### config.mk
export PLATFORM = sky130hd
export DESIGN_NAME = dmem_arbiter
export DESIGN_NICKNAME = d
export VERILOG_FILES = /design/src/rtl/dmem_arb_pkg.sv /design/src/rtl/dmem_arbiter_rr_arb2.sv /design/src/rtl/dmem_arbiter.sv
export SDC_FILE = /design/constraint.sdc
export NUM_CORES = 1
export LEC_CHECK = 0
export CAP_MARGIN = 40
export CORE_MARGIN = 1.5
export CORE_UTILIZATION = 43
export DETAILED_ROUTE_END_ITERATION = 6
export PLACE_DENSITY = 0.85
export SLEW_MARGIN = 0
export SYNTH_ARGS = -nofsm -noshare
export SYNTH_HDL_FRONTEND = slang
export SYNTH_SLANG_ARGS = --single-unit
### constraint.sdc
create_clock -name clk -period 4.19 [get_ports clk]
set_input_delay 0.6285 -clock clk [delete_from_list [all_inputs] [get_ports clk]]
set_output_delay 0.6285 -clock clk [all_outputs]
set_load 0.01 [all_outputs]
### src/rtl/dmem_arb_pkg.sv
// dmem_arb_pkg: shared types, constants and the byte-merge helper for the dmem arbiter
package dmem_arb_pkg;

    typedef enum logic [1:0] {IDLE, EXEC, RESP} state_t;

    localparam int CORE = 0;
    localparam int DBG  = 1;
    localparam int BE_W = 4;

    function automatic logic [31:0] merge_bytes(
        input logic [31:0]     old_w,
        input logic [31:0]     new_w,
        input logic [BE_W-1:0] be
    );
        logic [31:0] res;
        for (int k = 0; k < BE_W; k++)
            res[8*k +: 8] = be[k] ? new_w[8*k +: 8] : old_w[8*k +: 8];
        return res;
    endfunction

endpackage

### src/rtl/dmem_arbiter_rr_arb2.sv
// rr_arb2: two-way round-robin picker; a lone requester wins, a tie goes to the port not granted last
module rr_arb2 (
    input  logic [1:0] valid,
    input  logic       last_grant,
    output logic       grant,
    output logic       grant_valid
);

    assign grant       = (&valid) ? ~last_grant : valid[1];
    assign grant_valid = |valid;

endmodule

### src/rtl/dmem_arbiter.sv
// dmem_arbiter: two-port arbiter sequencing accesses onto a single-port word memory
module dmem_arbiter
    import dmem_arb_pkg::*;
#(
    parameter int AW = 32,
    parameter int DW = 32
) (
    input  logic                     clk,
    input  logic                     rst_n,
    input  logic [1:0]               req_valid,
    output logic [1:0]               req_ready,
    input  logic [1:0]               req_we,
    input  logic [1:0][AW-1:0]       req_addr,
    input  logic [1:0][DW-1:0]       req_wdata,
    input  logic [1:0][BE_W-1:0]     req_be,
    output logic [1:0]               rsp_valid,
    output logic [DW-1:0]            rsp_rdata,
    output logic                     mem_we,
    output logic [AW-1:0]            mem_a,
    output logic [DW-1:0]            mem_wd,
    input  logic [DW-1:0]            mem_rd
);

    state_t          state, state_n;
    logic            last_grant;
    logic            grant, grant_valid;
    logic            owner_q, we_q;
    logic [DW-1:0]   wdata_q, rdata_q;
    logic [BE_W-1:0] be_q;
    logic            addr_lsb_unused;

    // accesses are word-aligned, so the byte offset bits are dropped
    assign addr_lsb_unused = ^{req_addr[0][1:0], req_addr[1][1:0]};

    rr_arb2 u_pick (
        .valid       (req_valid),
        .last_grant  (last_grant),
        .grant       (grant),
        .grant_valid (grant_valid)
    );

    // next state plus all per-state outputs; memory strobes only ever come from EXEC
    always_comb begin
        state_n   = state;
        req_ready = '0;
        mem_we    = 1'b0;
        mem_wd    = '0;
        rsp_valid = '0;
        rsp_rdata = '0;
        case (state)
            IDLE: begin
                if (grant_valid) begin
                    req_ready[grant] = 1'b1;
                    state_n          = EXEC;
                end
            end
            EXEC: begin
                mem_we  = we_q && (be_q != '0);
                mem_wd  = we_q ? merge_bytes(mem_rd, wdata_q, be_q) : '0;
                state_n = RESP;
            end
            RESP: begin
                rsp_valid[owner_q] = 1'b1;
                rsp_rdata          = we_q ? '0 : rdata_q;
                state_n            = IDLE;
            end
            default: state_n = IDLE;
        endcase
    end

    // state, grant history, captured request and the held memory address
    always_ff @(posedge clk or negedge rst_n) begin
        if (!rst_n) begin
            state      <= IDLE;
            last_grant <= 1'b1;
            owner_q    <= 1'b0;
            we_q       <= 1'b0;
            wdata_q    <= '0;
            be_q       <= '0;
            rdata_q    <= '0;
            mem_a      <= '0;
        end else begin
            state <= state_n;
            if (state == IDLE && grant_valid) begin
                owner_q    <= grant;
                last_grant <= grant;
                we_q       <= req_we[grant];
                wdata_q    <= req_wdata[grant];
                be_q       <= req_be[grant];
                mem_a      <= {req_addr[grant][AW-1:2], 2'b00};
            end
            if (state == EXEC)
                rdata_q <= mem_rd;
        end
    end

endmodule

---- Yosys cells after proc, flatten, opt, wreduce, memory -nomap -nowiden ----
Index checks and enable logic that the tools add are counted.
operators by class
  bitwise logic cells ..................... 1
  magnitude comparators ................... 4
  equality and inequality tests ........... 3
  multiplexer cells ....................... 27
  reduce and logical (&&, ||, !) cells .... 8
operators with widths
  operator                                             count
  two-way mux 32 bit                                   8
  two-way mux 8 bit                                    4
  two-way mux 2 bit                                    4
  two-way mux 4 bit                                    2
  two-way mux 1 bit                                    6
  logical AND 1 bit                                    4
  < comparator 1 x 2 -> 1 bit (second input constant)  2
  case mux 2 bit (2 select lines)                      1
  nonzero test 4 bit                                   1
  demux 1 bit (select 1 bit)                           2
  == test 2 x 1 -> 1 bit (second input constant)       1
  == test 2 bit (second input constant)                1
  >= comparator 1 bit (second input constant)          2
  logical NOT 2 bit                                    1
  != test 2 bit (second input constant)                1
  AND reduction 2 bit                                  1
  OR reduction 2 bit                                   1
  inverter 1 bit                                       1
word-level totals
  logic and storage cells ................. 51
  bits in registers ....................... 103

---- Logic depth before layout (Yosys ltp) ----
  word-level depth ........................ 8
  mapped depth ............................ 7
  gate-level depth less buffers ........... 4

---- Hierarchy ----
A second synthesis with hierarchy kept.
second synthesis, totals
  cells, all modules ...................... 413
  area total of the unflattened synthesis .. 5,415.2 sq um
modules (own cells, without submodules)
  module        instances  area each (sq um)  cells each  sequential area each (sq um)
  dmem_arbiter  1          5,401.4            411         2,578.7
  rr_arb2       1          13.8               2           0.0

---- Worst setup path before layout ----
OpenSTA, ideal clock, no wires.
  path type ............................... reg2out
  start ................................... register state[1]
  end ..................................... output port mem_wd[0]
  setup slack ............................. 2,323 ps
  arrival ................................. 1,239 ps
  stages on the path, launching flop included .. 7
  buffers on the path ..................... 2
  cells stage by stage .................... dfrtp_1 > nand2b_1 > clkbuf_1 > inv_2 > nand2_1 > buf_2 > nor2_1
between the ends
  cells in the longest elaborated chain, start to end .. 2
RTL lines
  item                    RTL line            RTL
  from (decl)             dmem_arbiter.sv:24  state_t state, state_n;
  from (signal assigned)  dmem_arbiter.sv:83  state <= state_n;
  == test 2 x 1 -> 1 bit  dmem_arbiter.sv:50  case (state)
  two-way mux 32 bit      dmem_arbiter.sv:50
  to (decl)               dmem_arbiter.sv:20  output logic [DW-1:0] mem_wd,
Every way passes these cells.

---- Worst setup path in the final report ----
  start ................................... input port req_valid[1]
  end ..................................... output port req_ready[1]
between the ends
  cells in the longest elaborated chain, start to end .. 8
  elaborated cells on any way between the ends .. 10
  classes of those cells .................. order compare (2); mux (5); reduce/logical (3)
RTL lines
  item                                                                                             RTL line                   RTL
  from (decl)                                                                                      dmem_arbiter.sv:10         input logic [1:0] req_valid,
  AND reduction 2 bit                                                                              dmem_arbiter_rr_arb2.sv:9  assign grant = (&valid) ? ~last_grant : valid[1];
  two-way mux 1 bit                                                                                dmem_arbiter_rr_arb2.sv:9
  < comparator 1 x 2 -> 1 bit (not written as such) / >= comparator 1 bit (equally long branches)  dmem_arbiter.sv:53         req_ready[grant] = 1'b1;
  logical AND 1 bit (not written as such)                                                          dmem_arbiter.sv:53
  two-way mux 1 bit (not written as such)                                                          dmem_arbiter.sv:53
  demux 1 bit (select 1 bit)                                                                       dmem_arbiter.sv:53
  two-way mux 2 bit *                                                                              dmem_arbiter.sv:52         if (grant_valid) begin
  two-way mux 2 bit *                                                                              dmem_arbiter.sv:50
  to (decl)                                                                                        dmem_arbiter.sv:11         output logic [1:0] req_ready,
Mark *: on every way between the ends. The rest lies on a longest branch, timed or not.

==> implementation parameters <==
Parameter                              Value

Timing
  Highest clock frequency the design can meet ... 0.309 GHz
  Final count of negative-setup-slack endpoints ... 0
  Setup tns final ... 0 ps
  Setup repair after global routing missed its margin ... false
  Post-route minimum period ... 3230 ps
  Number of max-slew violations in the final report ... 0
  Total count of hold-check failures in the final report ... 0
  Worst slew margin relative to its limit ... 0.360
  Worst-margin pin slew ... 958 ps
  Maximum clock skew at final layout ... 7.62 ps
  Final critical-path share of the clock period ... 0.772

Floorplan
  Number of rows in the core area ... 39
  Die Span Y ... 112 µm
  Die Span X ... 112 µm
  Core Footprint ... 0.0115 mm²
  Area enclosed by the die boundary ... 0.0126 mm²
  Io pins ... 275
  Starting density of the core ... 0.446

Pwr
  Worst IR drop on VDD ... 0.000371 V
  PwrDens ... 639 mW/mm²
  Static leakage ... 3.71 nW

Logic synthesis
  Number of distinct standard cells referenced by the synthesized netlist ... 26
  Syn Std Cell Area ... 0.00514 mm²
  Synthesized area divided by synthesized cell count ... 9.73 µm²
  Cells after Synth ... 528
  Synth Register Bits ... 103
  Share of synthesized area occupied by flip-flops and latches ... 0.502
  Total number of yosys warnings ... 0

Cells and area
  Sequential Area ... 0.00258 mm²
  Area of the multi-input gates ... 0.00226 mm²
  Post-route cell area ... 0.00809 mm²
  Number of inserted filler cells in the final layout ... 891
  Area Overhead vs Synth ... 57.4%
  Number of nets in the final layout ... 943
  Share of cells above drive strength 1 ... 0.0413
  Inserted Diodes ... 0

Route
  Via count ... 5067
  Number of DRC violations after detailed routing ... 12
  Number of detailed-routing iterations run before antenna repair ... 7
  Mean number of vias per cell ... 5.53
  Wirelength per Cell ... 18.6 µm
  DR iter-0 viols ... 475
  Post-detailed-routing wire length ... 17.1 mm
  Remaining number of nets flagged by the antenna check after routing ... 0

Global routing
  Global route overflow ... 0
  Largest net degree at the start of global routing ... 54
  Initial antenna violation count ... 0
  Number of global-route vias before repair ... 5116
  Global-route wire length before repair ... 26.5 mm
  Overall fraction of global-route tracks in use ... 0.268

Clock tree
  Post-cts gate resize count ... 0
  Clock Pin Slew Worst Setup and Hold Paths ... 70 ps
  Clock sinks ... 103
  Maximum level of the CTS H-tree ... 3
  Clock latency on the worst-skew pair ... 330 ps
  Number of buffers inserted during clock tree synthesis ... 9
  Number of hold buffers added after CTS ... 0
  Post-CTS setup buffer count ... 0
  Buffers from clock root to sink, at most ... 2
  TritonCTS clock tree ... built
  CTS root buf ... sky130_fd_sc_hd__clkbuf_16

Critical path
  Kind of critical path ... in2out
  Timing startpoint of the critical path ... req_valid[1]
  Worst endpoint required time ... 3560 ps
  Worst-path fanout max ... 15
  Arrival time of the worst setup path ... 2610 ps
  Crit path capture type ... primary output
  Reg-to-Reg Start ... state[0]
  CP startpoint kind ... input pin

Place
  Weighted congestion reported at the end of routability-driven placement ... 0.876
  Total placed instance area ... 0.00779 mm²
  HPWL reported at the end of detailed placement ... 12.9 mm
  Count of input and output buffers ... 268

Job
  Count of max-cap constraint violations ... 0

Min path
  Path category of the worst min-delay check ... in2async

Outcome
  Failing checks ... design-rule violations
  Result of the run ... complete, but fails checks
## metrics by stage
step                      power [mW]  hold WS [ps]  worst slack (ps)  instances   util
after global routing            5.48           243               790        917  0.702
after floorplan                 3.29           333              2320        529      -
after detailed placement        4.34           454               972        901  0.677
final                           5.17           217               956        917  0.702
after CTS                       5.19           227               955        917  0.702
after global placement          4.25           450               992        900  0.675
## kinds of logic after synthesis
| group | count (synthesis) | synth area share |
|---|---|---|
| other cells | 1 | 0.000730 |
| simple gates | 255 | 0.231 |
| buf+inv | 52 | 0.0624 |
| mux | 32 | 0.0624 |
| compound gates | 85 | 0.141 |
| flops | 103 | 0.502 |
## cells in the mapped netlist
master	count	area, µm²
sky130_fd_sc_hd__inv_1	1	3.75
sky130_fd_sc_hd__a21boi_2	1	11.3
sky130_fd_sc_hd__inv_2	2	7.51
sky130_fd_sc_hd__nor2_2	1	6.26
sky130_fd_sc_hd__buf_1	3	11.3
sky130_fd_sc_hd__nor4_1	1	6.26
sky130_fd_sc_hd__nor3_1	1	5.00
sky130_fd_sc_hd__and3_1	54	338
sky130_fd_sc_hd__mux2i_1	32	320
sky130_fd_sc_hd__a31oi_1	14	87.6
sky130_fd_sc_hd__dfstp_2	1	26.3
sky130_fd_sc_hd__buf_4	5	37.5
sky130_fd_sc_hd__buf_2	7	35.0
sky130_fd_sc_hd__buf_6	13	146
sky130_fd_sc_hd__nand2b_1	3	18.8
sky130_fd_sc_hd__conb_1	1	3.75
sky130_fd_sc_hd__or2_1	1	6.26
sky130_fd_sc_hd__a221o_1	53	531
sky130_fd_sc_hd__a21oi_1	14	70.1
sky130_fd_sc_hd__and2_1	32	200
sky130_fd_sc_hd__dfrtp_1	102	2550
sky130_fd_sc_hd__nand2_1	126	473
sky130_fd_sc_hd__a21o_1	2	15.0
sky130_fd_sc_hd__nor2_1	36	135
sky130_fd_sc_hd__clkbuf_1	21	78.8
sky130_fd_sc_hd__a21bo_2	1	10.0
## flip-flops by register name, summed over array words and instances, names as in the netlist
signal / flops
mem_a: 30
be_q: 4
we_q: 1
rdata_q: 32
owner_q: 1
state: 2
wdata_q: 32
last_grant: 1
## layer usage
| metal | track usage | up-vias | wire [µm] |
|---|---|---|---|
| met2 | 0.474 | 241 | 8670 |
| met3 | 0.0475 | 37 | 1190 |
| li1 | - | 2330 | - |
| met4 | 0.108 | 0 | 549 |
| met5 | 0 | - | 0 |
| met1 | 0.326 | 2459 | 6680 |
## critical path, cell delays in order
cell	delay [ps]
sky130_fd_sc_hd__clkdlybuf4s50_1	510
sky130_fd_sc_hd__a21bo_2	350
sky130_fd_sc_hd__nor3_1	450
sky130_fd_sc_hd__clkdlybuf4s50_1	660
## worst paths after layout
kind | endpoint | slack [ps] | depth (start not counted)
max in group asynchronous | last_grant | 3200 | 2
worst max register to register | wdata_q[15] | 1850 | 4
worst min-delay path | mem_a[3] | 220 | 1
worst max-delay path | req_ready[1] | 960 | 4
worst min register to register | rdata_q[23] | 470 | 2
min in group clk | rdata_q[23] | 470 | 2
## layout by cell type (no fill, tap or decap), types with 9 or more instances in the layout
cell type / n
sky130_fd_sc_hd__clkdlybuf4s50_1: 267
sky130_fd_sc_hd__dfrtp_1: 102
sky130_fd_sc_hd__clkbuf_16: 9
sky130_fd_sc_hd__nand2_1: 125
sky130_fd_sc_hd__a21oi_1: 14
sky130_fd_sc_hd__a31oi_1: 14
sky130_fd_sc_hd__a221o_1: 53
sky130_fd_sc_hd__buf_4: 10
sky130_fd_sc_hd__and3_1: 53
sky130_fd_sc_hd__nor2_1: 36
sky130_fd_sc_hd__and2_1: 32
sky130_fd_sc_hd__mux2i_1: 32
## final cells by class
type                       instances  area share
inverter                           3     0.00139
tap                              143      0.0221
clock inverter                     3     0.00526
timing repair buffer             278       0.342
clock buffer                      13      0.0309
sequential                       103       0.319
multi-input combinational        374       0.279
## report_power, final
part           internal (mW)  leakage [nW]  switching, mW
combinational           1.27          2.32           1.16
clock                  0.480         0.140          0.352
sequential              1.49          1.25          0.408
(Power assumes the default switching activity.)
